File: src/rtl/uart_rx_core.sv
// uart_rx_core: 16x-oversampling UART receiver with a ready/valid output register.
// Parity checking is compiled in when the macro UART_RX_PARITY_EN is defined;
// without it, frames carry no parity bit and RX_PARITY_ERR is tied low.
module uart_rx_core #(
  parameter int unsigned CLK_DIV    = 27,
  parameter int unsigned DATA_BITS  = 8,
  parameter int unsigned STOP_BITS  = 1,
  parameter int unsigned PARITY_ODD = 0
) (
  input  logic                 clk,
  input  logic                 reset,
  input  logic                 UART_RX,
  input  logic                 RX_READY,
  output logic [DATA_BITS-1:0] RX_DATA,
  output logic                 RX_VALID,
  output logic                 RX_FRAME_ERR,
  output logic                 RX_PARITY_ERR,
  output logic                 RX_OVERRUN
);

  localparam int unsigned DIV_W = 16;
  localparam logic [DIV_W-1:0] DIV_MAX = DIV_W'(CLK_DIV - 1);

  // Reject out-of-range parameters at elaboration.
  if (CLK_DIV == 0 || CLK_DIV > 65535 || DATA_BITS < 5 || DATA_BITS > 9 ||
      STOP_BITS == 0 || STOP_BITS > 2 || PARITY_ODD > 1) begin : g_param_check
    $error("uart_rx_core: parameter out of range");
  end

  typedef enum logic [2:0] {
    IDLE   = 3'd0,
    START  = 3'd1,
    DATA   = 3'd2,
`ifdef UART_RX_PARITY_EN
    PARITY = 3'd3,
`endif
    STOP   = 3'd4,
    BREAK  = 3'd5
  } state_t;

  state_t               state, state_n;
  logic                 rx_meta, rx_sync;
  logic [DIV_W-1:0]     div, div_n;
  logic [3:0]           cnt, cnt_n;
  logic [3:0]           bit_cnt, bit_n;
  logic [DATA_BITS-1:0] shreg, shreg_n;
  logic [DATA_BITS-1:0] data_n;
  logic                 valid_n, ferr_n, ovr_n;
  logic                 tick, mid, complete;
`ifdef UART_RX_PARITY_EN
  logic                 pbad, pbad_n, perr, perr_n;
`endif

  assign tick = (div == DIV_MAX);
  assign mid  = tick && (cnt == 4'd15);

  // Two-flop synchroniser for the asynchronous serial line.
  always_ff @(posedge clk or negedge reset) begin
    if (!reset) begin
      rx_meta <= 1'b1;
      rx_sync <= 1'b1;
    end else begin
      rx_meta <= UART_RX;
      rx_sync <= rx_meta;
    end
  end

  // State register.
  always_ff @(posedge clk or negedge reset) begin
    if (!reset) state <= IDLE;
    else        state <= state_n;
  end

  // Next-state, counter, shift and output-register logic.
  always_comb begin
    state_n  = state;
    div_n    = div;
    cnt_n    = cnt;
    bit_n    = bit_cnt;
    shreg_n  = shreg;
    data_n   = RX_DATA;
    valid_n  = RX_VALID;
    ferr_n   = 1'b0;
    ovr_n    = 1'b0;
    complete = 1'b0;
`ifdef UART_RX_PARITY_EN
    pbad_n   = pbad;
    perr_n   = 1'b0;
`endif
    if (RX_VALID && RX_READY) valid_n = 1'b0;
    if (state != IDLE) begin
      div_n = tick ? '0 : div + DIV_W'(1);
      if (tick) cnt_n = cnt + 4'd1;
    end
    case (state)
      IDLE: begin
        div_n = '0;
        cnt_n = '0;
        bit_n = '0;
`ifdef UART_RX_PARITY_EN
        pbad_n = 1'b0;
`endif
        if (!rx_sync) state_n = START;
      end
      START: begin
        if (tick && cnt == 4'd7) begin
          if (!rx_sync) begin
            state_n = DATA;
            div_n   = '0;
            cnt_n   = '0;
            bit_n   = '0;
          end else begin
            state_n = IDLE;
          end
        end
      end
      DATA: begin
        if (mid) begin
          shreg_n = {rx_sync, shreg[DATA_BITS-1:1]};
          bit_n   = bit_cnt + 4'd1;
          if (bit_cnt == 4'(DATA_BITS - 1)) begin
            bit_n = '0;
`ifdef UART_RX_PARITY_EN
            state_n = PARITY;
`else
            state_n = STOP;
`endif
          end
        end
      end
`ifdef UART_RX_PARITY_EN
      PARITY: begin
        if (mid) begin
          if (rx_sync != ((^shreg) ^ 1'(PARITY_ODD))) begin
            perr_n = 1'b1;
            pbad_n = 1'b1;
          end
          state_n = STOP;
        end
      end
`endif
      STOP: begin
        if (mid) begin
          if (!rx_sync) begin
            ferr_n  = 1'b1;
            state_n = BREAK;
          end else if (bit_cnt == 4'(STOP_BITS - 1)) begin
`ifdef UART_RX_PARITY_EN
            complete = !pbad;
`else
            complete = 1'b1;
`endif
            state_n = IDLE;
          end else begin
            bit_n = bit_cnt + 4'd1;
          end
        end
      end
      BREAK: begin
        if (rx_sync) state_n = IDLE;
      end
      default: state_n = IDLE;
    endcase
    if (complete) begin
      if (RX_VALID && !RX_READY) begin
        ovr_n = 1'b1;
      end else begin
        data_n  = shreg;
        valid_n = 1'b1;
      end
    end
  end

  // Datapath and registered outputs.
  always_ff @(posedge clk or negedge reset) begin
    if (!reset) begin
      div          <= '0;
      cnt          <= '0;
      bit_cnt      <= '0;
      shreg        <= '0;
      RX_DATA      <= '0;
      RX_VALID     <= 1'b0;
      RX_FRAME_ERR <= 1'b0;
      RX_OVERRUN   <= 1'b0;
    end else begin
      div          <= div_n;
      cnt          <= cnt_n;
      bit_cnt      <= bit_n;
      shreg        <= shreg_n;
      RX_DATA      <= data_n;
      RX_VALID     <= valid_n;
      RX_FRAME_ERR <= ferr_n;
      RX_OVERRUN   <= ovr_n;
    end
  end

`ifdef UART_RX_PARITY_EN
  // Parity mismatch flag for the frame in flight and its error pulse.
  always_ff @(posedge clk or negedge reset) begin
    if (!reset) begin
      pbad <= 1'b0;
      perr <= 1'b0;
    end else begin
      pbad <= pbad_n;
      perr <= perr_n;
    end
  end
  assign RX_PARITY_ERR = perr;
`else
  assign RX_PARITY_ERR = 1'b0;
`endif

endmodule

File: config.mk
export PLATFORM = sky130hd
export DESIGN_NAME = uart_rx_core
export DESIGN_NICKNAME = d
export VERILOG_FILES = /design/src/rtl/uart_rx_core.sv
export SDC_FILE = /design/constraint.sdc
export NUM_CORES = 1
export LEC_CHECK = 0
export ABC_AREA = 1
export BUFFER_PORTS_ARGS = -buffer_cell sky130_fd_sc_hd__clkbuf_2
export CAP_MARGIN = 10
export CORE_MARGIN = 2
export CORE_UTILIZATION = 55
export CTS_BUF_LIST = sky130_fd_sc_hd__clkbuf_4 sky130_fd_sc_hd__clkbuf_8
export CTS_CLUSTER_DIAMETER = 80
export DETAILED_ROUTE_END_ITERATION = 7
export PLACE_DENSITY = 0.82
export SLEW_MARGIN = 20
export SYNTH_ARGS = -nofsm -noshare
export SYNTH_HDL_FRONTEND = slang
export SYNTH_SLANG_ARGS = --single-unit
File: constraint.sdc
create_clock -name clk -period 1.68 [get_ports clk]
set_clock_uncertainty 0.05 [all_clocks]
set_input_delay 0.168 -clock clk [delete_from_list [all_inputs] [get_ports clk]]
set_output_delay 0.168 -clock clk [all_outputs]
set_load 0.005 [all_outputs]
# Word level (Yosys, flattened, before mapping)
# Index checks and enable logic that the tools add are counted.
[word_totals]
register_bits = 48
latchBits = 0
ram_bits = 0
romBits = 0
in_bits = 4
out_inout_bits = 12
elab_cells = 86
mem_count = 0
[op_classes]
n_addsub = 3
n_mul = 0
div_mod_pow = 0
order_cmp = 0
n_eq_ne = 18
shifts = 0
mux = 40
bitwise_logic = 1
reduce_logical = 13
[op_table]
columns = ["operator", "count"]
rows = [
  ["$mux 16", 4],
  ["$mux 4", 11],
  ["$pmux 16 s2", 1],
  ["$mux 3", 8],
  ["$ne 2x2->1 const B", 9],
  ["$add 16x1->16 const B", 1],
  ["$eq 16x5->1 const B", 1],
  ["$pmux 4 s4", 1],
  ["$pmux 3 s5", 1],
  ["$reduce_and 7->1", 2],
  ["$mux 1", 12],
  ["$add 4x1->4 const B", 2],
  ["$eq 4x3->1 const B", 2],
  ["$pmux 4 s2", 1],
  ["$eq 3x3->1 const B", 2],
  ["$eq 4x4->1 const B", 1],
  ["$logic_and 1x1->1", 4],
  ["$logic_not 4->1", 1],
  ["$reduce_and 2->1", 2],
  ["$reduce_bool 4->1", 1],
  ["$eq 3x1->1 const B", 1],
  ["$eq 3x2->1 const B", 1],
  ["$logic_not 3->1", 1],
  ["$ne 3x3->1 const B", 1],
  ["4 further kinds", 4],
]

# Logic depth before layout (Yosys ltp)
# Gate-level depths: netlist of run 1.
[logic_depth]
ltp_word = 6
ltp_mapped = 10
depth_no_buf = 10

# Least setup slack after synthesis of run 1
# Ideal clock, no wire load.
[synth_timing]
kind = "register -> register"
from = "register div[0]"
to = "register shreg[1]"
setup_time_ps = 118
arrival_ps = 1369
t_required_ps = 1512
setup_slack_ps = 143
path_stages_with_launch = 11
n_path_buf = 1
period_less_slack_ps = 1537
cell_sequence = "dfrtp_1 -> inv_1 -> ha_1 -> nand2_1 -> nor2_4 -> nand3_4 -> clkinv_2 -> nand3_4 -> buf_6 -> nand2_2 -> o21ai_2"
[synth_between]
elab_chain_len = 3
[synth_rtl]
columns = ["element", "line_no", "rtl"]
rows = [
  ["from (decl)", "43", "logic [DIV_W-1:0] div, div_n;"],
  ["from (signal assigned)", "186", "div <= div_n;"],
  ["$eq 16x5->1", "54", "assign tick = (div == DIV_MAX);"],
  ["$logic_and 1x1->1", "55", "assign mid = tick && (cnt == 4'd15);"],
  ["$reduce_and 2->1 (no source line)", "--", ""],
  ["to (signal assigned)", "189", "shreg <= shreg_n;"],
  ["to (decl)", "46", "logic [DATA_BITS-1:0] shreg, shreg_n;"],
]
# Every way passes these cells.
# A chain may end at the register's enable or synchronous reset.

# Worst setup path in the final report of run 1
[layout_timing]
from = "register rx_sync"
to = "register state[0]"
[layout_between]
elab_chain_len = 3
word_cells_on_any_way = 7
classes_between = "eq/ne: 3; mux: 3; reduce/logical: 1"
[layout_rtl]
columns = ["element", "line_no", "rtl"]
rows = [
  ["from (decl)", "42", "logic rx_meta, rx_sync;"],
  ["from (signal assigned)", "64", "rx_sync <= rx_meta;"],
  ["$mux 3", "144", "if (!rx_sync) begin"],
  ["$mux 3", "143", "if (mid) begin"],
  ["$pmux 3 s5", "95", "case (state)"],
  ["to (signal assigned)", "71", "else state <= state_n;"],
  ["to (decl)", "41", "state_t state, state_n;"],
]
# Parallel ways exist; a longest one is shown, timed or not. The select of a mux whose other input is x is not followed.

==> impl_metrics.json, run 1 <==
{
  "synthToLayoutAreaGrowth_pct": 15.63,
  "dp_cells": 422,
  "status": "finished, final reports clean",
  "dr.max_layer_used": "met4",
  "h-tree-depth": 2,
  "synth_area_um2": 2770,
  "period_share": 0.9787,
  "path_max_fanout": 5,
  "core_area_um2": 4786,
  "ir_worst_vdd_v": 0.0003892,
  "start_util": 0.5788,
  "yosysWarnings": 0,
  "p_per_area_nw_per_um2": 650.0,
  "maxCapViolCount": 0,
  "layout-drive-gt1-share": 0.2853,
  "track_usage": 0.1993,
  "avgSynthCellArea_um2": 8.245,
  "ys_seq_area_frac": 0.4345,
  "path_class": "reg2reg",
  "hold_viol": 0,
  "rows": 25,
  "numPortBuffers": 14,
  "max_freq_mhz": 608.2,
  "wl_met2_um": 2703,
  "wl_um": 5494,
  "nNetsFinal": 383,
  "globalplace.congestion": 0.8926,
  "arrival_ns": 1.79,
  "grt.overflow.total": 0,
  "ys_ff_latch": 48,
  "maxSlewViolCount": 0,
  "avgRoutedWirePerCell_um": 12.43,
  "fill_cells": 355,
  "antenna_found_initial": 0,
  "route.met3.wl_um": 264,
  "die_area_um2": 5621,
  "drt-met1-wl_um": 2454,
  "die_w_um": 74.97,
  "num_io_pins": 16,
  "ys_types": 30,
  "grt_max_degree": 49,
  "post-route-min-period_ns": 1.644,
  "diodes": 0,
  "die_h_um": 74.97,
  "avgViaCountPerCell": 5.072,
  "endpoint_kind": "register",
  "p_leak_nw": 1.590,
  "numCtsBuffers": 5,
  "cts.clk_slew.worst_paths_ns": 0.09,
  "drt-pass1-iter-count": 4,
  "post-route-util": 0.6693,
  "drt_iter0_drc": 214,
  "syn-instance-count": 336,
  "grt_pass1_vias": 2023,
  "crit_path_start_kind": "register",
  "cts_root_buf": "clkbuf_8",
  "clock_latency_ns": 0.31,
  "drc": 0,
  "antenna_left": 0,
  "clockBufferDepth": 2,
  "dp_hpwl_um": 3667,
  "setup_viol": 0,
  "worstPathRequired_ns": 1.83,
  "min_path_type": "in2reg",
  "grt_pass1_wl_um": 8597,
  "cts.sinks": 48,
  "rsz0062_at_grt": "true",
  "vias": 2242,
  "tritoncts": "built",
  "syn-num-nets": 345,
  "final_cells": 442
}
==> kinds of logic (layout without fill, tap and decap cells) <==
| logic type | count (synthesis) | in the layout | synth area share |
|---|---|---|---|
| buffers and inverters | 56 | 95 | 0.08898 |
| AND/OR/NAND/NOR | 188 | 188 | 0.3446 |
| flip-flops | 48 | 48 | 0.4345 |
| other | 1 | 1 | 0.001354 |
| XOR/XNOR | 9 | 9 | 0.02846 |
| AO/OA/AOI/OAI | 29 | 29 | 0.07949 |
| adder cells (fa/ha/maj) | 5 | 5 | 0.02258 |
==> synthesized netlist by cell type <==
master / instances / area [um2]
nand2_1: 84 / 315.3
nand4_1: 12 / 75.07
o21ai_2: 16 / 140.1
nand3_2: 3 / 30.03
o211ai_1: 4 / 30.03
nand2_2: 12 / 75.07
inv_1: 45 / 168.9
nor2_2: 5 / 31.28
buf_4: 1 / 7.510
inv_2: 4 / 15.01
a21o_1: 1 / 7.510
dfrtp_1: 46 / 1151
o21ai_0: 4 / 20.02
xnor2_1: 3 / 26.28
nand3_4: 4 / 70.07
a21oi_1: 3 / 15.01
o21bai_1: 1 / 7.510
conb_1: 1 / 3.750
nand3b_1: 1 / 7.510
nor2_4: 6 / 67.56
buf_6: 4 / 45.04
dfstp_2: 2 / 52.55
clkinv_2: 2 / 10.01
nor2_1: 42 / 157.7
nor3_1: 2 / 10.01
nand2_4: 4 / 45.04
xor2_1: 6 / 52.55
ha_1: 5 / 62.56
nand3_1: 12 / 60.06
nor3_2: 1 / 10.01
==> flip-flops by register name (all words and copies together) (netlist names) <==
signal,flops
RX_DATA,8
RX_FRAME_ERR,1
RX_OVERRUN,1
RX_VALID,1
bit_cnt,4
cnt,4
div,16
rx_meta,1
rx_sync,1
shreg,8
state,3
==> metal layers <==
| layer | vias to the layer above | GRT usage |
|---|---|---|
| li1 | 1119 | - |
| met1 | 1049 | 0.2588 |
| met2 | 63 | 0.3333 |
| met3 | 11 | 0.04819 |
| met4 | 0 | 0.05556 |
| met5 | - | 0 |
==> area by class of cell <==
| type | count | area (um2) | area share |
|---|---|---|---|
| Multi-Input combinational cell | 232 | 1338 | 0.4176 |
| Sequential cell | 48 | 1207 | 0.3770 |
| Timing Repair Buffer | 36 | 265.3 | 0.08281 |
| Inverter | 51 | 193.9 | 0.06055 |
| Tap cell | 67 | 83.83 | 0.02617 |
| Clock buffer | 5 | 68.82 | 0.02148 |
| Clock inverter | 3 | 46.29 | 0.01445 |
==> metrics by stage <==
step / setup WS, ns / power (W) / hold WS (ns) / TNS (ns) / cell area (um2)
2_1_floorplan: 0.1431 / 0.001195 / -0.1776 / 0 / 2770
3_3_place_gp: 0.08497 / 0.001228 / 0.1226 / 0 / 2959
3_5_place_dp: 0.04820 / 0.001229 / 0.1243 / 0 / 2959
4_1_cts: 0.02055 / 0.002083 / 0.1399 / 0 / 3097
5_1_grt: -0.09274 / 0.002139 / 0.1837 / -1.235 / 3203
6_report: 0.03583 / 0.002082 / 0.1526 / 0 / 3203
==> cells in the final DEF (no fill, tap or decap), drive strengths merged <==
cell type	n
nand2	100
nor2	53
inv	50
dfrtp	46
buf	20
o21ai	20
clkbuf	19
nand3	19
nand4	12
xor2	6
ha	5
o211ai	4
a21oi	3
xnor2	3
nor3	3
clkinv	2
dlygate4sd3	2
dfstp	2
a21o	1
nand3b	1
o21bai	1
conb	1
clkinvlp	1
bufinv	1
==> worst max-delay path, stage by stage, from the launching register on <==
cell and delay [ns]:
dfstp_2 0.60, inv_1 0.14, nand4_1 0.13, o21ai_0 0.12, nor2_2 0.20, nand3_1 0.16, nand2_1 0.09, nand2_1 0.05
==> final timing paths <==
| path | endpoint | from | slack (ns) | cells past startpoint |
|---|---|---|---|---|
| max in group asynchronous | rx_sync | reset | 0.99 | 3 |
| worst min-delay path | RX_OVERRUN | RX_READY | 0.15 | 4 |
| min in group asynchronous | div[5] | reset | 0.31 | 3 |
| worst min register to register | rx_sync | rx_meta | 0.31 | 0 |
| worst max register to register | state[0] | rx_sync | 0.04 | 7 |
| worst max-delay path | state[0] | rx_sync | 0.04 | 7 |
==> repair_timing <==
item | in CTS | in global routing
endpoints found under the setup margin | 3 | 34
cloned | 0 | 0
buffers inserted | 0 | 10
resized for setup | 1 | 7
endpoints found under the hold margin | 47 | 0
pin swaps | 1 | 8
hold buffers | 2 | 0
==> power by group <==
group          leakage (nW)  internal [W]  switching, W
registers             0.635       0.00116    0.00000256
clock network        0.0548      0.000449      0.000420
logic                 0.900     0.0000175     0.0000343
No activity file was read; power rests on OpenSTA's default activity.
==> run 2, diff against run 1 <==
--- a/config.mk
+++ b/config.mk
@@ -13,6 +13,7 @@
 export CTS_BUF_LIST = sky130_fd_sc_hd__clkbuf_4 sky130_fd_sc_hd__clkbuf_8
 export CTS_CLUSTER_DIAMETER = 80
 export DETAILED_ROUTE_END_ITERATION = 7
+export MAX_ROUTING_LAYER = met4
 export PLACE_DENSITY = 0.82
 export SLEW_MARGIN = 20
 export SYNTH_ARGS = -nofsm -noshare
==> impl_metrics.json, run 2 (synthesized netlist as in run 1, its figures left out) <==
{
  "h-tree-depth": 2,
  "die_h_um": 74.97,
  "grt.overflow.total": 0,
  "vias": 2259,
  "layout-drive-gt1-share": 0.2853,
  "period_share": 0.9801,
  "worstPathRequired_ns": 1.83,
  "antenna_found_initial": 0,
  "timing.rr.end": "state[0]",
  "fill_cells": 355,
  "hold_end": "RX_OVERRUN",
  "arrival_ns": 1.79,
  "drt-pass1-iter-count": 4,
  "path_cells": "inv_1 -> nand4_1 -> o21ai_0 -> nor2_2 -> nand3_1 -> nand2_1 -> nand2_1",
  "max_stage_delay_ns": 0.60,
  "die_w_um": 74.97,
  "reg2reg_from": "rx_sync",
  "avgViaCountPerCell": 5.111,
  "holdPathStages": 4,
  "drc": 0,
  "critPathSlowestCell": "dfstp_2",
  "nNetsFinal": 383,
  "dp_hpwl_um": 3667,
  "cts.sinks": 48,
  "worst_path_dominant_cell_family": "simple AND/OR/NAND/NOR gates",
  "ir_worst_vdd_v": 0.0003890,
  "endpoint_kind": "register",
  "post-route-min-period_ns": 1.647,
  "power.total_w": 0.002081,
  "grt_max_degree": 49,
  "diodes": 0,
  "maxCapViolCount": 0,
  "min_path_type": "in2reg",
  "start_util": 0.5788,
  "synthToLayoutAreaGrowth_pct": 15.63,
  "multi_input_area_um2": 1338,
  "cts_root_buf": "clkbuf_8",
  "crit_path_start_kind": "register",
  "num_io_pins": 16,
  "top_register": "div",
  "die_area_um2": 5621,
  "largest_register_ffs": 16,
  "crit_buf_inv": 1,
  "rows": 25,
  "path_common_cell": "nand2_1",
  "final_cell_mix": "nand2_1 (83), inv_1 (45), dfrtp_1 (43)",
  "rsz0062_at_grt": "true",
  "p_per_area_nw_per_um2": 649.7,
  "hold_viol": 0,
  "track_usage": 0.2056,
  "biggestRegsByFlops": "div (16), RX_DATA (8), shreg (8)",
  "drt_iter0_drc": 210,
  "tritoncts": "built",
  "antenna_left": 0,
  "avgRoutedWirePerCell_um": 12.39,
  "numPortBuffers": 14,
  "clockBufferDepth": 2,
  "grt_pass1_vias": 2022,
  "rr_worst_depth": 7,
  "fin_setup_tns_ns": 0,
  "core_area_um2": 4786,
  "cts.clk_slew.worst_paths_ns": 0.09,
  "grt_pass1_wl_um": 8604,
  "min_from": "RX_READY",
  "max_freq_mhz": 607.3,
  "finalWorstSetupSlack_ns": 0.03345,
  "wl_um": 5478,
  "clock_latency_ns": 0.31,
  "setup_viol": 0,
  "path_max_fanout": 5,
  "p_leak_nw": 1.590,
  "path_class": "reg2reg",
  "maxSlewViolCount": 0,
  "r2r_setup_slack_ns": 0.03,
  "whs_ns": 0.1529,
  "numCtsBuffers": 5,
  "status": "finished, final reports clean",
  "final_common_cell": "nand2_1",
  "pre_cts_ws_ns": 0.04820,
  "globalplace.congestion": 0.9077,
  "seqCellArea_um2": 1207
}
[run 2: cell counts in the layout (fill, tap and decap cells not counted)]
No cell type changed its count.
[run 2: cell type report]
class,count,area share
clock buffers,5,0.02148
clock inverters,3,0.01445
inverters,51,0.06055
multi-input cells,232,0.4176
flip-flops and latches,48,0.3770
well taps,67,0.02617
repair buffers,36,0.08281
[run 2: worst register-to-register path, delay by kind of cell (launching register included)]
kind,cells,cell delay (ns)
and+or+nand+nor,5,0.63
DFF,1,0.60
buffers and inverters,1,0.14
AOI/OAI and AO/OA,1,0.12
[run 2: where the power goes]
part | internal [W] | switching [W]
clock network | 0.000449 | 0.000419
registers | 0.00116 | 0.00000266
logic | 0.0000175 | 0.0000341
[run 2: layer usage]
metal  wire [um]  track usage  vias to the layer above
li1            -            -                     1119
met1        2413       0.2588                     1050
met2        2716       0.3333                       72
met3         239      0.04819                       18
met4         109      0.05556                        0
met5           0            -                        -
[run 2: worst max-delay path by stage]
stage,start,end,slack (ns),depth (start not counted)
2_1_floorplan,div[0],shreg[1],0.14,10
6_report,rx_sync,state[0],0.03,7
5_1_grt,bit_cnt[1],RX_DATA[1],-0.09,9
4_1_cts,bit_cnt[0],RX_DATA[4],0.02,9
3_5_place_dp,div[0],div[14],0.05,9
3_3_place_gp,div[0],RX_DATA[1],0.08,9
[run 2: what timing repair did]
action,CTS,global route
hold buffers,2,0
endpoints found under the hold margin,47,0
buffers inserted,0,10
gates cloned,0,0
pin swaps,1,8
endpoints found under the setup margin,3,34
resized for setup,1,7
[run 2: stage by stage]
step           instance area [um2]    util  cells
3_5_place_dp                  2959  0.6183    422
4_1_cts                       3097  0.6471    432
5_1_grt                       3203  0.6693    442
6_report                      3203  0.6693    442
2_1_floorplan                 2770       -    336
3_3_place_gp                  2959  0.6183    422
